--- src/rtl/legv8_pkg.sv ---
// Shared LegV8 front-end definitions: next-PC select codes, fetch-unit state encoding
// and the instruction word width.
package legv8_pkg;

  localparam int INSTR_WIDTH = 32;

  localparam logic [1:0] PC_SEL_SEQ    = 2'b00;
  localparam logic [1:0] PC_SEL_BRANCH = 2'b01;
  localparam logic [1:0] PC_SEL_REG    = 2'b10;
  localparam logic [1:0] PC_SEL_RSVD   = 2'b11;

  typedef enum logic [1:0] {
    IFU_FETCH = 2'b00,
    IFU_HOLD  = 2'b01,
    IFU_FAULT = 2'b10
  } ifu_state_e;

endpackage

--- src/rtl/next_pc_calc.sv ---
// Combinational next-PC selection: sequential, PC-relative branch or register target.
// With IFU_ALIGN_CHECK_EN the raw target and a misaligned flag are produced; otherwise the
// target is forced to a word boundary.
module next_pc_calc
  import legv8_pkg::*;
#(
  parameter int PC_WIDTH = 64
) (
  input  logic                       [PC_WIDTH-1:0] pc,
  input  logic                       [1:0]          pc_sel,
  input  logic signed                [PC_WIDTH-1:0] branch_offset,
  input  logic                       [PC_WIDTH-1:0] reg_target,
`ifdef IFU_ALIGN_CHECK_EN
  output logic                                      misaligned,
`endif
  output logic                       [PC_WIDTH-1:0] next_pc
);

  logic [PC_WIDTH-1:0] off_bytes;
  logic [PC_WIDTH-1:0] raw_pc;

  // Branch offset is in words and taken from the branch's own PC; sums wrap silently.
  assign off_bytes = $unsigned(branch_offset) << 2;

  always_comb begin
    raw_pc = pc + PC_WIDTH'(4);
    case (pc_sel)
      PC_SEL_BRANCH: raw_pc = pc + off_bytes;
      PC_SEL_REG:    raw_pc = reg_target;
      default:       raw_pc = pc + PC_WIDTH'(4);
    endcase
  end

`ifdef IFU_ALIGN_CHECK_EN
  assign misaligned = |raw_pc[1:0];
  assign next_pc    = raw_pc;
`else
  assign next_pc    = raw_pc & ~PC_WIDTH'(3);
`endif

endmodule

--- src/rtl/instruction_fetch_unit.sv ---
// LegV8 instruction fetch unit: owns the PC, fetches over a req/valid handshake and holds
// the word for controlUnit until advance. IFU_ALIGN_CHECK_EN enables the sticky fault state.
module instruction_fetch_unit
  import legv8_pkg::*;
#(
  parameter int                 PC_WIDTH    = 64,
  parameter int                 INSTR_WIDTH = legv8_pkg::INSTR_WIDTH,
  parameter logic [PC_WIDTH-1:0] RESET_PC   = '0
) (
  input  logic                       clock,
  input  logic                       reset,
  input  logic                       advance,
  input  logic        [1:0]          pc_sel,
  input  logic signed [PC_WIDTH-1:0] branch_offset,
  input  logic        [PC_WIDTH-1:0] reg_target,
  output logic                       imem_req,
  output logic        [PC_WIDTH-1:0] imem_addr,
  input  logic     [INSTR_WIDTH-1:0] imem_rdata,
  input  logic                       imem_valid,
  output logic     [INSTR_WIDTH-1:0] instruction,
  output logic                       instr_valid,
  output logic        [PC_WIDTH-1:0] pc,
  output logic                       fault
);

  ifu_state_e          state;
  logic [PC_WIDTH-1:0] next_pc;
`ifdef IFU_ALIGN_CHECK_EN
  logic                misaligned;
`endif

  next_pc_calc #(
    .PC_WIDTH(PC_WIDTH)
  ) u_next_pc_calc (
    .pc           (pc),
    .pc_sel       (pc_sel),
    .branch_offset(branch_offset),
    .reg_target   (reg_target),
`ifdef IFU_ALIGN_CHECK_EN
    .misaligned   (misaligned),
`endif
    .next_pc      (next_pc)
  );

  assign imem_addr = pc;

  // imem_req is registered and mirrors state==IFU_FETCH, so a response is only
  // ever consumed while a request is outstanding.
  always_ff @(posedge clock) begin
    if (reset) begin
      state       <= IFU_FETCH;
      pc          <= RESET_PC;
      instruction <= '0;
      instr_valid <= 1'b0;
      imem_req    <= 1'b1;
`ifdef IFU_ALIGN_CHECK_EN
      fault       <= 1'b0;
`endif
    end else begin
      case (state)
        IFU_FETCH: begin
          if (imem_valid) begin
            instruction <= imem_rdata;
            instr_valid <= 1'b1;
            imem_req    <= 1'b0;
            state       <= IFU_HOLD;
          end
        end
        IFU_HOLD: begin
          if (advance) begin
            pc          <= next_pc;
            instr_valid <= 1'b0;
`ifdef IFU_ALIGN_CHECK_EN
            if (misaligned) begin
              fault    <= 1'b1;
              imem_req <= 1'b0;
              state    <= IFU_FAULT;
            end else begin
              imem_req <= 1'b1;
              state    <= IFU_FETCH;
            end
`else
            imem_req    <= 1'b1;
            state       <= IFU_FETCH;
`endif
          end
        end
`ifdef IFU_ALIGN_CHECK_EN
        IFU_FAULT: begin
          imem_req    <= 1'b0;
          instr_valid <= 1'b0;
        end
`endif
        default: begin
          imem_req <= 1'b1;
          state    <= IFU_FETCH;
        end
      endcase
    end
  end

`ifndef IFU_ALIGN_CHECK_EN
  assign fault = 1'b0;
`endif

endmodule
--- config.mk ---
export PLATFORM = sky130hd
export DESIGN_NAME = instruction_fetch_unit
export DESIGN_NICKNAME = d
export VERILOG_FILES = /design/src/rtl/legv8_pkg.sv /design/src/rtl/next_pc_calc.sv /design/src/rtl/instruction_fetch_unit.sv
export SDC_FILE = /design/constraint.sdc
export NUM_CORES = 1
export LEC_CHECK = 0
export BUFFER_PORTS_ARGS = -buffer_cell sky130_fd_sc_hd__buf_2
export CAP_MARGIN = 5
export CORE_ASPECT_RATIO = 0.8
export CORE_MARGIN = 4
export CORE_UTILIZATION = 57
export CTS_CLUSTER_DIAMETER = 50
export DETAILED_ROUTE_END_ITERATION = 16
export MAX_ROUTING_LAYER = met4
export PLACE_DENSITY = 0.89
export SLEW_MARGIN = 20
export SYNTH_ARGS = -nofsm -noshare
export SYNTH_HDL_FRONTEND = slang
export SYNTH_HIERARCHICAL = 1
export SYNTH_SLANG_ARGS = --single-unit
export TNS_END_PERCENT = 5
--- constraint.sdc ---
create_clock -name clock -period 7 [get_ports clock]
set_input_delay 0 -clock clock [delete_from_list [all_inputs] [get_ports clock]]
set_output_delay 0 -clock clock [all_outputs]
set_load 0.005 [all_outputs]
# Word-level counts from Yosys, hierarchy flattened
# Cells that the tools add are included.
[totals]
ff_bits = 98
in_bits = 166
[op_classes]
n_addsub = 2
eq_ne = 5
n_mux = 10
n_reduce_logical = 6
[ops]
columns = ["cell", "count"]
rows = [
  ["$pmux 64 s2", 1],
  ["$add 64x3->64 const B", 1],
  ["$add 64x64->64", 1],
  ["$reduce_and 2->1", 3],
  ["$eq 2x1->1 const B", 2],
  ["$mux 1", 4],
  ["$mux 2", 2],
  ["$ne 2x2->1 const B", 2],
  ["$pmux 1 s2", 2],
  ["$pmux 2 s2", 1],
  ["$reduce_and 3->1", 1],
  ["$eq 2x2->1 const B", 1],
  ["$logic_not 2->1", 1],
  ["$reduce_bool 2->1", 1],
]

# Longest topological paths before layout
# Gate-level depths: netlist of run 1.
[logic_depth]
word_depth = 3
mapped_depth = 17

# Modules after synthesis
# The synthesis of run 1 kept the hierarchy.
[by_module_without_submodules]
columns = ["module", "instances", "cells_per_inst", "area_per_inst_um2", "seq_area_each_um2"]
rows = [
  ["instruction_fetch_unit", 1, 511, 5094.9, 1961.9],
  ["next_pc_calc", 1, 760, 4812.1, 0.0],
]

# Worst setup path after synthesis of run 1
# No wires, ideal clock.
[synth_path]
path_kind = "input -> register"
start = "input pc_sel[0]"
end = "register pc[62] (netlist: imem_addr[62])"
setup_time_ns = 0.118
t_arrival_ns = 3.073
t_required_ns = 6.882
setup_slack_ns = 3.808
cell_stages = 16
path_buffers = 0
cell_sequence = "nor2b_1 > nand2b_1 > ha_1 > fa_1 > a211oi_2 > nor2_2 > a211oi_4 > o211ai_2 > or4_1 > nand2_2 > o31ai_2 > a221oi_2 > xor2_1 > a21oi_1 > nand3_1 > a21oi_2"
[synth_between]
elab_chain_len = 2
[synth_lines]
columns = ["item", "line", "rtl"]
rows = [
  ["from (decl)", "instruction_fetch_unit.sv:13", "input logic [1:0] pc_sel,"],
  ["$eq 2x2->1 or $eq 2x1->1 (tied branches)", "next_pc_calc.sv:27", "case (pc_sel)"],
  ["$pmux 64 s2 *", "next_pc_calc.sv:27", ""],
  ["named net next_pc[62]", "instruction_fetch_unit.sv:27", "logic [PC_WIDTH-1:0] next_pc;"],
  ["to (signal assigned)", "instruction_fetch_unit.sv:71", "pc <= next_pc;"],
  ["to (decl)", "instruction_fetch_unit.sv:22", "output logic [PC_WIDTH-1:0] pc,"],
]
# The timed path passes the listed nets; every way through them passes the cells marked *.
# A chain may end at the register's enable or synchronous reset.

# Worst setup path after layout of run 1
[layout_path]
start = "input pc_sel[0]"
end = "register pc[56] (netlist: imem_addr[56])"
# Same word-level chain as after synthesis.

==> metrics.yaml, run 1 <==
outcome: "finished, final reports clean"
period_needed_ns: 3.90
grt_usage: 0.301
synth-edff-count: 0
via_count: 10400
netlist_instances: 1271
synth_seq_cells: 98
clock_path_buffers: 2
tns_ns: 0
p_leak_nw: 5.27
clockRootBuffer: "clkbuf_16"
grt_max_degree: 120
setup_slack_ns: 3.10
antenna_found_initial: 2
ios: 329
nNetsFinal: 1705
coreArea_sq_um: 16800
crit_path_max_fanout: 35
clk_pin_slew_ns: 0.08
cp_data_required_time_ns: 7.29
dp_hpwl_mm: 21.3
timing.fmax_mhz: 257
vdd_drop_max_mv: 0.125
finalCritPeriodShare: 0.557
ys_async_sr_fraction: 0
relSlewSlack: 0.274
clock-skew-final_ns: 0.00753
final_common_cell: "buf_2"
setup_viol: 0
route.detailed.drc: 0
tritoncts: "built"
drive_gt1_frac: 0.291
arrival_ns: 4.18
start_util: 0.589
die_area_sq_um: 19600
max_cap_viol_count: 0
dpl-instance-area_sq_um: 10800
rsz0062_at_grt: "no"
drt-initial-drc-count: 943
synth_area_per_cell_sq_um: 7.79
hold_class: "input port to flop"
ys_warn_count: 6
stdcell_count: 1704
crit_type: "input port to flop"
die_y_um: 126
routed_wl_mm: 30.5
drt-wirelength-per-cell_um: 17.9
pre_cts_slack_ns: 2.82
num_rows: 42
ys_types: 68
synth-main-ff-cell: "dfxtp_1"
clkSinkCount: 98
dp_cells: 1652
start_kind: "input port"
htreeDepth: 3
antenna_left: 0
finalPower_mw: 1.52
design_area_sq_um: 11400
dr.pass1.iters: 5
via_per_inst: 6.08
area_growth_pct: 15.4
final_cell_mix: "321 x buf_2, 119 x a21oi_1, 97 x dfxtp_1"
syn_area_sq_um: 9910
overflow: 0
hold_viol_final: 0
die_x_um: 155
insertion_delay_ns: 0.36
power_density_nw_per_um2: 133
numPortBuffers: 323
cts-buffers-inserted: 9
drv_slew: 0
seq_area_frac_synth: 0.198
place.gp.congestion: 0.958
worst-slew-pin-transition_ns: 1.09
grt_pass1_wl_mm: 48.0
grt_pass1_vias: 9610
crit_path_end_kind: "flop"
==> worst max-delay path, stage by stage <==
cell and delay (ns):
buf_2 0.13, nor2b_4 0.64, nand2b_1 0.12, ha_1 0.23, fa_1 0.45, a211oi_2 0.26, nor2_2 0.10, a211oi_4 0.33
o41ai_2 0.17, a31oi_1 0.47, o21ai_2 0.21, a21oi_2 0.32, o21bai_1 0.15, xnor2_1 0.16, o21ai_0 0.17, nand3_1 0.11
a21oi_2 0.15
==> cell families after synthesis <==
family | count (synthesis) | synth area share
AO/OA/AOI/OAI | 433 | 0.314
adder cells (fa/ha/maj) | 62 | 0.0791
XOR/XNOR | 58 | 0.0513
AND/OR/NAND/NOR | 436 | 0.240
buffers and inverters | 179 | 0.114
other | 2 | 0.000758
multiplexers | 3 | 0.00316
flip-flops | 98 | 0.198
==> through the flow <==
step / hold slack, ns / utilization
floorplan: 0.166 / -
global placement: 0.258 / 0.641
detailed placement: 0.276 / 0.641
CTS: 0.00266 / 0.680
global route: 0.0352 / 0.680
finish: 0.0178 / 0.680
==> power by group <==
part           switching (mW)  internal [mW]  leakage [nW]
Sequential             0.0277          0.582         0.799
Combinational           0.211          0.170          4.32
Clock                   0.272          0.255         0.148
Total                   0.511           1.01          5.27
==> routing by layer <==
metal  routed length (um)  up-vias  track usage  part of all wire
li1                     -     4871            -                 -
met1                12400     4812        0.382              0.41
met2                14500      598        0.488              0.48
met3                 2690       83       0.0473             0.088
met4                  867        0        0.105             0.028
met5                    0        -            -                 0
==> worst paths after layout <==
kind                        start               to  slack, ns  depth (start not counted)
hold reg to reg   instruction[20]  instruction[20]       0.47                          2
setup / recovery        pc_sel[0]    imem_addr[56]       3.10                         17
hold / removal     reg_target[47]    imem_addr[47]       0.02                          5
setup reg to reg     imem_addr[2]    imem_addr[56]       3.27                         14
==> cell type report <==
class	instances	area [sq um]
antenna	2	5.00
clock buffer	9	225
clock inverter	7	78.8
fill	1353	5380
inverter	10	37.5
multi-input combinational	995	6840
sequential	98	1970
tap	220	275
timing repair buffer	363	2010
==> Yosys cell counts (all sizes together) (40+ instances only) <==
master	n	area (sq um)
buf	122	913
ha	61	763
a21bo	64	641
o21ai	76	384
nand2b	40	250
nand2	84	318
nor2	81	307
a21oi	185	1170
dfxtp	98	1960
and2	62	388
nand3	76	380
clkbuf	47	178
==> registers in the layout (all words and copies together), names as in the netlist <==
register / cells
imem_addr: 64
instruction: 32
instr_valid: 1
imem_req: 1
==> timing repair <==
item,4_1_cts,5_1_grt
endpoints found under the hold margin,34,0
hold buffers,34,0
setup buffers,0,0
resized for setup,0,0
No activity file was read; power rests on OpenSTA's default activity.
==> inputs of run 2 (changes only) <==
--- a/config.mk
+++ b/config.mk
@@ -9,11 +9,11 @@
 export CAP_MARGIN = 5
 export CORE_ASPECT_RATIO = 0.8
 export CORE_MARGIN = 4
-export CORE_UTILIZATION = 57
+export CORE_UTILIZATION = 53
 export CTS_CLUSTER_DIAMETER = 50
 export DETAILED_ROUTE_END_ITERATION = 16
 export MAX_ROUTING_LAYER = met4
-export PLACE_DENSITY = 0.89
+export PLACE_DENSITY = 0.83
 export SLEW_MARGIN = 20
 export SYNTH_ARGS = -nofsm -noshare
 export SYNTH_HDL_FRONTEND = slang
==> constraint.sdc (replaced) <==
create_clock -name clock -period 3.8 [get_ports clock]
set_input_delay 0 -clock clock [delete_from_list [all_inputs] [get_ports clock]]
set_output_delay 0 -clock clock [all_outputs]
set_load 0.005 [all_outputs]
==> run 2 against run 1 <==
Effect of this change: combinational power grew 82%; utilization shrank 4.8 points; final area grew 0.97%; critical endpoint is now imem_addr[62]; largest power group unchanged.
==> metrics.yaml, run 2 (synthesis results as in run 1) <==
relSlewSlack: 0.305  # +0.0315
arrival_ns: 3.76  # -0.42 ns
drt-initial-drc-count: 889  # -5.7%
finalCritPeriodShare: 0.933
die_x_um: 161  # +3.5%
clock_path_buffers: 2  # unchanged
power_density_nw_per_um2: 243  # +83%
grt_pass1_wl_mm: 47.9  # -0.29%
critPathTopFamily: "compound AO/OA/AOI/OAI gates"
clkSinkCount: 98  # unchanged
place.gp.congestion: 0.928  # -3.1%
clk_pin_slew_ns: 0.08  # about the same
numPortBuffers: 323  # unchanged
grt_pass1_vias: 9602  # -0.083%
worst-slew-pin-transition_ns: 1.04  # -0.0473 ns
drt-wirelength-per-cell_um: 17.2  # -3.6%
outcome: "finished, final reports clean"
hold_class: "input port to flop"
grtUsageMet1: 0.363  # -0.0189
hold_depth: 5  # unchanged
holdWs_ns: 0.0197  # +0.00192 ns
clockRootBuffer: "clkbuf_16"
start_util: 0.542  # -0.0471
die_y_um: 130  # +3.5%
design_area_sq_um: 11500  # +0.97%
grt_usage: 0.282  # -0.0184
dr.pass1.iters: 5  # unchanged
stdcell_count: 1746  # +2.5%
final_cell_mix: "321 x buf_2, 119 x a21oi_1, 97 x dfxtp_1"
route.detailed.drc: 0  # unchanged
reg2reg_to: "imem_addr[62]"
setup_slack_ns: 0.254  # -2.85 ns
area_growth_pct: 16.6
max_cap_viol_count: 0  # unchanged
antenna_found_initial: 0  # -2
use_met2: 0.456  # -0.0317
htreeDepth: 3  # unchanged
cp_cell_sequence: "ha_1 -> fa_1 -> a211oi_2 -> nor2_2 -> a211oi_4 -> o211ai_2 -> or4_1 -> nand2_2 -> o31ai_2 -> a221oi_2 -> xor2_1 -> a21oi_1 -> nand3_1 -> a21oi_2"
r2r-start: "imem_addr[2]"
routed_wl_mm: 30.1  # -1.3%
timing.fmax_mhz: 282
crit_path_end_kind: "flop"
drive_gt1_frac: 0.296  # +0.00428
grt_use_met3: 0.0477  # +0.000354
via_count: 10100  # -2.9%
busiest_layer: "met2"
cts_resized: 0  # unchanged
dp_hpwl_mm: 21.8  # +2.1%
insertion_delay_ns: 0.36  # about the same
final_common_cell: "buf_2"
clock-skew-final_ns: 0.0127  # +0.00516 ns
hold_viol_final: 0  # unchanged
finalPower_mw: 2.80  # +85%
hp-start: "reg_target[2]"
rsz0062_at_grt: "no"
largest_reg_flops: 64  # unchanged
num_rows: 44  # +4.8%
via_per_inst: 5.76  # -5.3%
overflow: 0  # unchanged
dpl-instance-area_sq_um: 10900  # +0.94%
crit_type: "flop to flop"
cp_slowest_cell: "or4_1"
tns_ns: 0  # unchanged
coreArea_sq_um: 18300  # +8.7%
period_needed_ns: 3.55
grt_max_degree: 105  # -13%
ios: 329  # unchanged
ff2ff_path_depth: 14  # unchanged
start_kind: "flop"
drv_slew: 0  # unchanged
min_to: "imem_addr[2]"
tritoncts: "built"
setup_viol: 0  # unchanged
p_leak_nw: 5.31  # +0.91%
cts-buffers-inserted: 9  # unchanged
cp_data_required_time_ns: 4.01  # -3.28 ns
nNetsFinal: 1714  # +0.53%
die_area_sq_um: 21000  # +7.1%
antenna_left: 0  # unchanged
reg2reg_slack_ns: 0.25  # -3.02 ns
crit_path_max_fanout: 4  # -89%
dp_cells: 1693  # +2.5%
postLayoutCoreUtil: 0.632  # -0.0483
pre_cts_slack_ns: -0.00792  # -2.83 ns
worstPathBufferInverterCount: 0  # -1
vdd_drop_max_mv: 0.262  # +110%
crit_path_max_incr_delay_ns: 0.51  # -0.13 ns
run 2: cell type report:
| type | instances | area (sq um) |
|---|---|---|
| multi-input cells | 995 | 6840 |
| fillers | 1631 | 6730 |
| repair buffers | 372 | 2080 |
| flip-flops and latches | 98 | 1970 |
| well taps | 253 | 317 |
| clock buffers | 9 | 225 |
| clock inverters | 7 | 81.3 |
| inverters | 10 | 37.5 |
| diodes | 2 | 5.00 |
run 2: worst max-delay path by stage:
stage / cells past startpoint / start / endpoint / slack [ns]
after floorplan: 16 / pc_sel[0] / imem_addr[62] / 0.61
after global placement: 16 / pc_sel[0] / imem_addr[62] / 0.14
after global routing: 14 / imem_addr[2] / imem_addr[62] / 0.01
final: 14 / imem_addr[2] / imem_addr[62] / 0.25
after detailed placement: 17 / pc_sel[0] / imem_addr[53] / -0.008
after CTS: 14 / imem_addr[2] / imem_addr[62] / 0.21
run 2: report_power, final:
| group | total, mW | leakage (nW) | switching, mW | internal, mW |
|---|---|---|---|---|
| registers | 1.13 | 0.799 | 0.0601 | 1.07 |
| logic | 0.697 | 4.36 | 0.378 | 0.319 |
| clock network | 0.973 | 0.150 | 0.500 | 0.473 |
run 2: worst reg2reg max path, cell delays in order, from the launching register on:
cell	delay (ns)
dfxtp_1	0.36
ha_1	0.24
fa_1	0.44
a211oi_2	0.26
nor2_2	0.10
a211oi_4	0.32
o211ai_2	0.15
or4_1	0.51
nand2_2	0.13
o31ai_2	0.13
a221oi_2	0.28
xor2_1	0.18
a21oi_1	0.08
nand3_1	0.15
a21oi_2	0.07
run 2: repair_timing:
item,CTS,global route
endpoints found under the setup margin,0,1
hold buffers,34,0
hold endpoints to repair,34,0
buffers inserted,0,1
run 2: metal layers:
layer  vias up  part of all wire
met4         0             0.023
li1       4895                 -
met5         -                 0
met3        61             0.072
met1      4660              0.44
met2       443              0.47
==> inputs of run 3 (changes only) <==
--- a/config.mk
+++ b/config.mk
@@ -9,11 +9,11 @@
 export CAP_MARGIN = 5
 export CORE_ASPECT_RATIO = 0.8
 export CORE_MARGIN = 4
-export CORE_UTILIZATION = 53
+export CORE_UTILIZATION = 48
 export CTS_CLUSTER_DIAMETER = 50
 export DETAILED_ROUTE_END_ITERATION = 16
 export MAX_ROUTING_LAYER = met4
-export PLACE_DENSITY = 0.83
+export PLACE_DENSITY = 0.8
 export SLEW_MARGIN = 20
 export SYNTH_ARGS = -nofsm -noshare
 export SYNTH_HDL_FRONTEND = slang
==> constraint.sdc (replaced) <==
create_clock -name clock -period 3.16 [get_ports clock]
set_input_delay 0 -clock clock [delete_from_list [all_inputs] [get_ports clock]]
set_output_delay 0 -clock clock [all_outputs]
set_load 0.005 [all_outputs]
==> run 3 against run 2 <==
Effect of this change: first-iteration DRC count increased by 3.6%; clock power rose by 23%; worst setup slack got worse by 0.22 ns; sequential cell count unchanged; combinational power increased by 37%; register-to-register slack got worse by 0.22 ns; critical path depth did not move; final area up 9.9%.
==> metrics.yaml, run 3 (synthesis results as in run 1) <==
outcome: "finished, final reports clean"
ff2ff_path_depth: 14  # unchanged
min_to: "imem_addr[16]"
num_rows: 46  # +4.5%
clkSinkCount: 98  # unchanged
antenna_left: 0  # unchanged
die_x_um: 169  # +4.8%
vdd_drop_max_mv: 0.271  # +3.4%
holdWs_ns: 0.0151  # -0.00464 ns
worst-slew-pin-transition_ns: 1.04  # -0.00178 ns
start_kind: "flop"
hold_class: "input port to flop"
dr.pass1.iters: 6  # +1
htreeDepth: 3  # unchanged
drive_gt1_frac: 0.368  # +0.0720
grt_pass1_vias: 10200  # +6.2%
clockPowerShare: 0.343  # -0.004
overflow: 0  # unchanged
drt-initial-drc-count: 921  # +3.6%
via_count: 10600  # +5.4%
final_common_cell: "buf_2"
antenna_found_initial: 1  # +1
insertion_delay_ns: 0.37  # about the same
pre_cts_slack_ns: -0.320  # -0.312 ns
place.gp.congestion: 0.977  # +5.3%
tns_ns: 0  # unchanged
finalCritPeriodShare: 0.989  # +0.0558
relSlewSlack: 0.306  # +0.00119
hold_viol_final: 0  # unchanged
routed_wl_mm: 32.2  # +7.0%
crit_path_max_fanout: 3  # -1
coreArea_sq_um: 20000  # +9.6%
clock_path_buffers: 2  # unchanged
tritoncts: "built"
dp_hpwl_mm: 23.8  # +9.5%
reg2reg_to: "imem_addr[62]"
hp-start: "reg_target[16]"
clock-skew-final_ns: 0.0173  # +0.00464 ns
drv_slew: 0  # unchanged
p_leak_nw: 5.97  # +12%
p_seq_frac: 0.384  # -0.020
ios: 329  # unchanged
hold_depth: 5  # unchanged
r2r-start: "imem_addr[2]"
crit_path_end_kind: "flop"
period_needed_ns: 3.12  # -0.421 ns
finalPower_mw: 3.49  # +25%
clockRootBuffer: "clkbuf_16"
power_density_nw_per_um2: 275  # +13%
largest_reg_flops: 64  # unchanged
grt_pass1_wl_mm: 50.8  # +6.0%
arrival_ns: 3.35  # -0.41 ns
reg2reg_slack_ns: 0.04  # -0.22 ns
drt-wirelength-per-cell_um: 17.1  # -0.90%
fillers: 1765  # +8.2%
timing.fmax_mhz: 320  # +13%
final_cell_mix: "321 x buf_2, 143 x buf_4, 112 x a21oi_1"
setup_slack_ns: 0.0351  # -0.219 ns
max_cap_viol_count: 0  # unchanged
p_sw_mw: 1.18  # +26%
cts-buffers-inserted: 9  # unchanged
pwr-share-comb: 0.273  # +0.024
rsz0062_at_grt: "yes"
area_growth_pct: 28.2
route.detailed.drc: 0  # unchanged
clk_pin_slew_ns: 0.09  # about the same
start_util: 0.495  # -0.0474
setup_viol: 0  # unchanged
via_per_inst: 5.62  # -2.4%
nNetsFinal: 1841  # +7.4%
cp_data_required_time_ns: 3.39  # -0.62 ns
numPortBuffers: 323  # unchanged
sw_frac_of_total: 0.339  # +0.00364
grt_max_degree: 101  # -3.8%
postLayoutCoreUtil: 0.634  # +0.00209
die_y_um: 137  # +4.8%
grt_usage: 0.273  # -0.00919
p_int_mw: 2.31  # +24%
crit_type: "flop to flop"
die_area_sq_um: 23000  # +9.8%
==> run 3: changes by cell type in the layout (fill, tap and decap cells not counted), sizes merged <==
cell / delta
buf: +128
clkinv: +1
diode: +1
dlygate4sd3: -1
inv: -1
==> run 3: critical path, stage by stage, from the launching register on <==
cell and delay [ns]:
dfxtp_1 0.32, ha_1 0.22, fa_2 0.35, a211oi_2 0.21, nor2_2 0.09, a211oi_4 0.26
o211ai_2 0.14, or4_1 0.43, nand2_2 0.11, o31ai_2 0.12, a221oi_2 0.27, xor2_1 0.17
a21oi_1 0.08, nand3_1 0.15, a21oi_2 0.06
==> run 3: routing by layer <==
layer	track usage	vias up	routed length (um)
met2	0.454	427	15500
met3	0.0355	53	2020
li1	-	5160	-
met4	0.0937	0	796
met5	-	-	0
met1	0.345	4960	13900
==> run 3: metrics by stage <==
stage / area (sq um) / cells
2_1_floorplan: 9910 / 1272
3_3_place_gp: 11900 / 1831
3_5_place_dp: 11900 / 1831
4_1_cts: 12500 / 1880
5_1_grt: 12700 / 1883
6_report: 12700 / 1885
==> run 3: power groups by stage <==
| stage | registers (mW) | clock network (mW) | logic (mW) |
|---|---|---|---|
| global placement | 1.37 | 0 | 0.878 |
| detailed placement | 1.37 | 0 | 0.897 |
| global route | 1.35 | 1.27 | 1.04 |
| CTS | 1.34 | 1.22 | 0.933 |
| finish | 1.34 | 1.20 | 0.953 |
| floorplan | 1.36 | 0 | 0.590 |
==> run 3: layout make-up <==
type | count | area, sq um | area share
clock inverters | 7 | 81.3 | 0.00641
inverters | 10 | 37.5 | 0.00296
clock buffers | 9 | 225 | 0.0177
diodes | 3 | 7.51 | 0.000591
well taps | 264 | 330 | 0.0260
flip-flops and latches | 98 | 1970 | 0.155
repair buffers | 499 | 3050 | 0.240
multi-input cells | 995 | 7000 | 0.551
==> run 3: how the worst max path moves through the flow <==
stage / startpoint / to / slack, ns / cells after the start
after floorplan: imem_addr[2] / imem_addr[62] / 0.006 / 14
after global placement: pc_sel[1] / imem_addr[62] / -0.26 / 18
after detailed placement: pc_sel[0] / imem_addr[63] / -0.32 / 19
after CTS: imem_addr[2] / imem_addr[62] / -0.03 / 14
after global routing: imem_addr[10] / imem_addr[60] / -0.13 / 15
final: imem_addr[2] / imem_addr[62] / 0.04 / 14
==> run 3: timing repair <==
item / CTS / global route
setup endpoints to repair: 13 / 26
setup buffers: 0 / 2
hold buffers: 33 / 0
endpoints found under the hold margin: 33 / 0
gates resized for setup: 4 / 30
pin swaps: 9 / 9
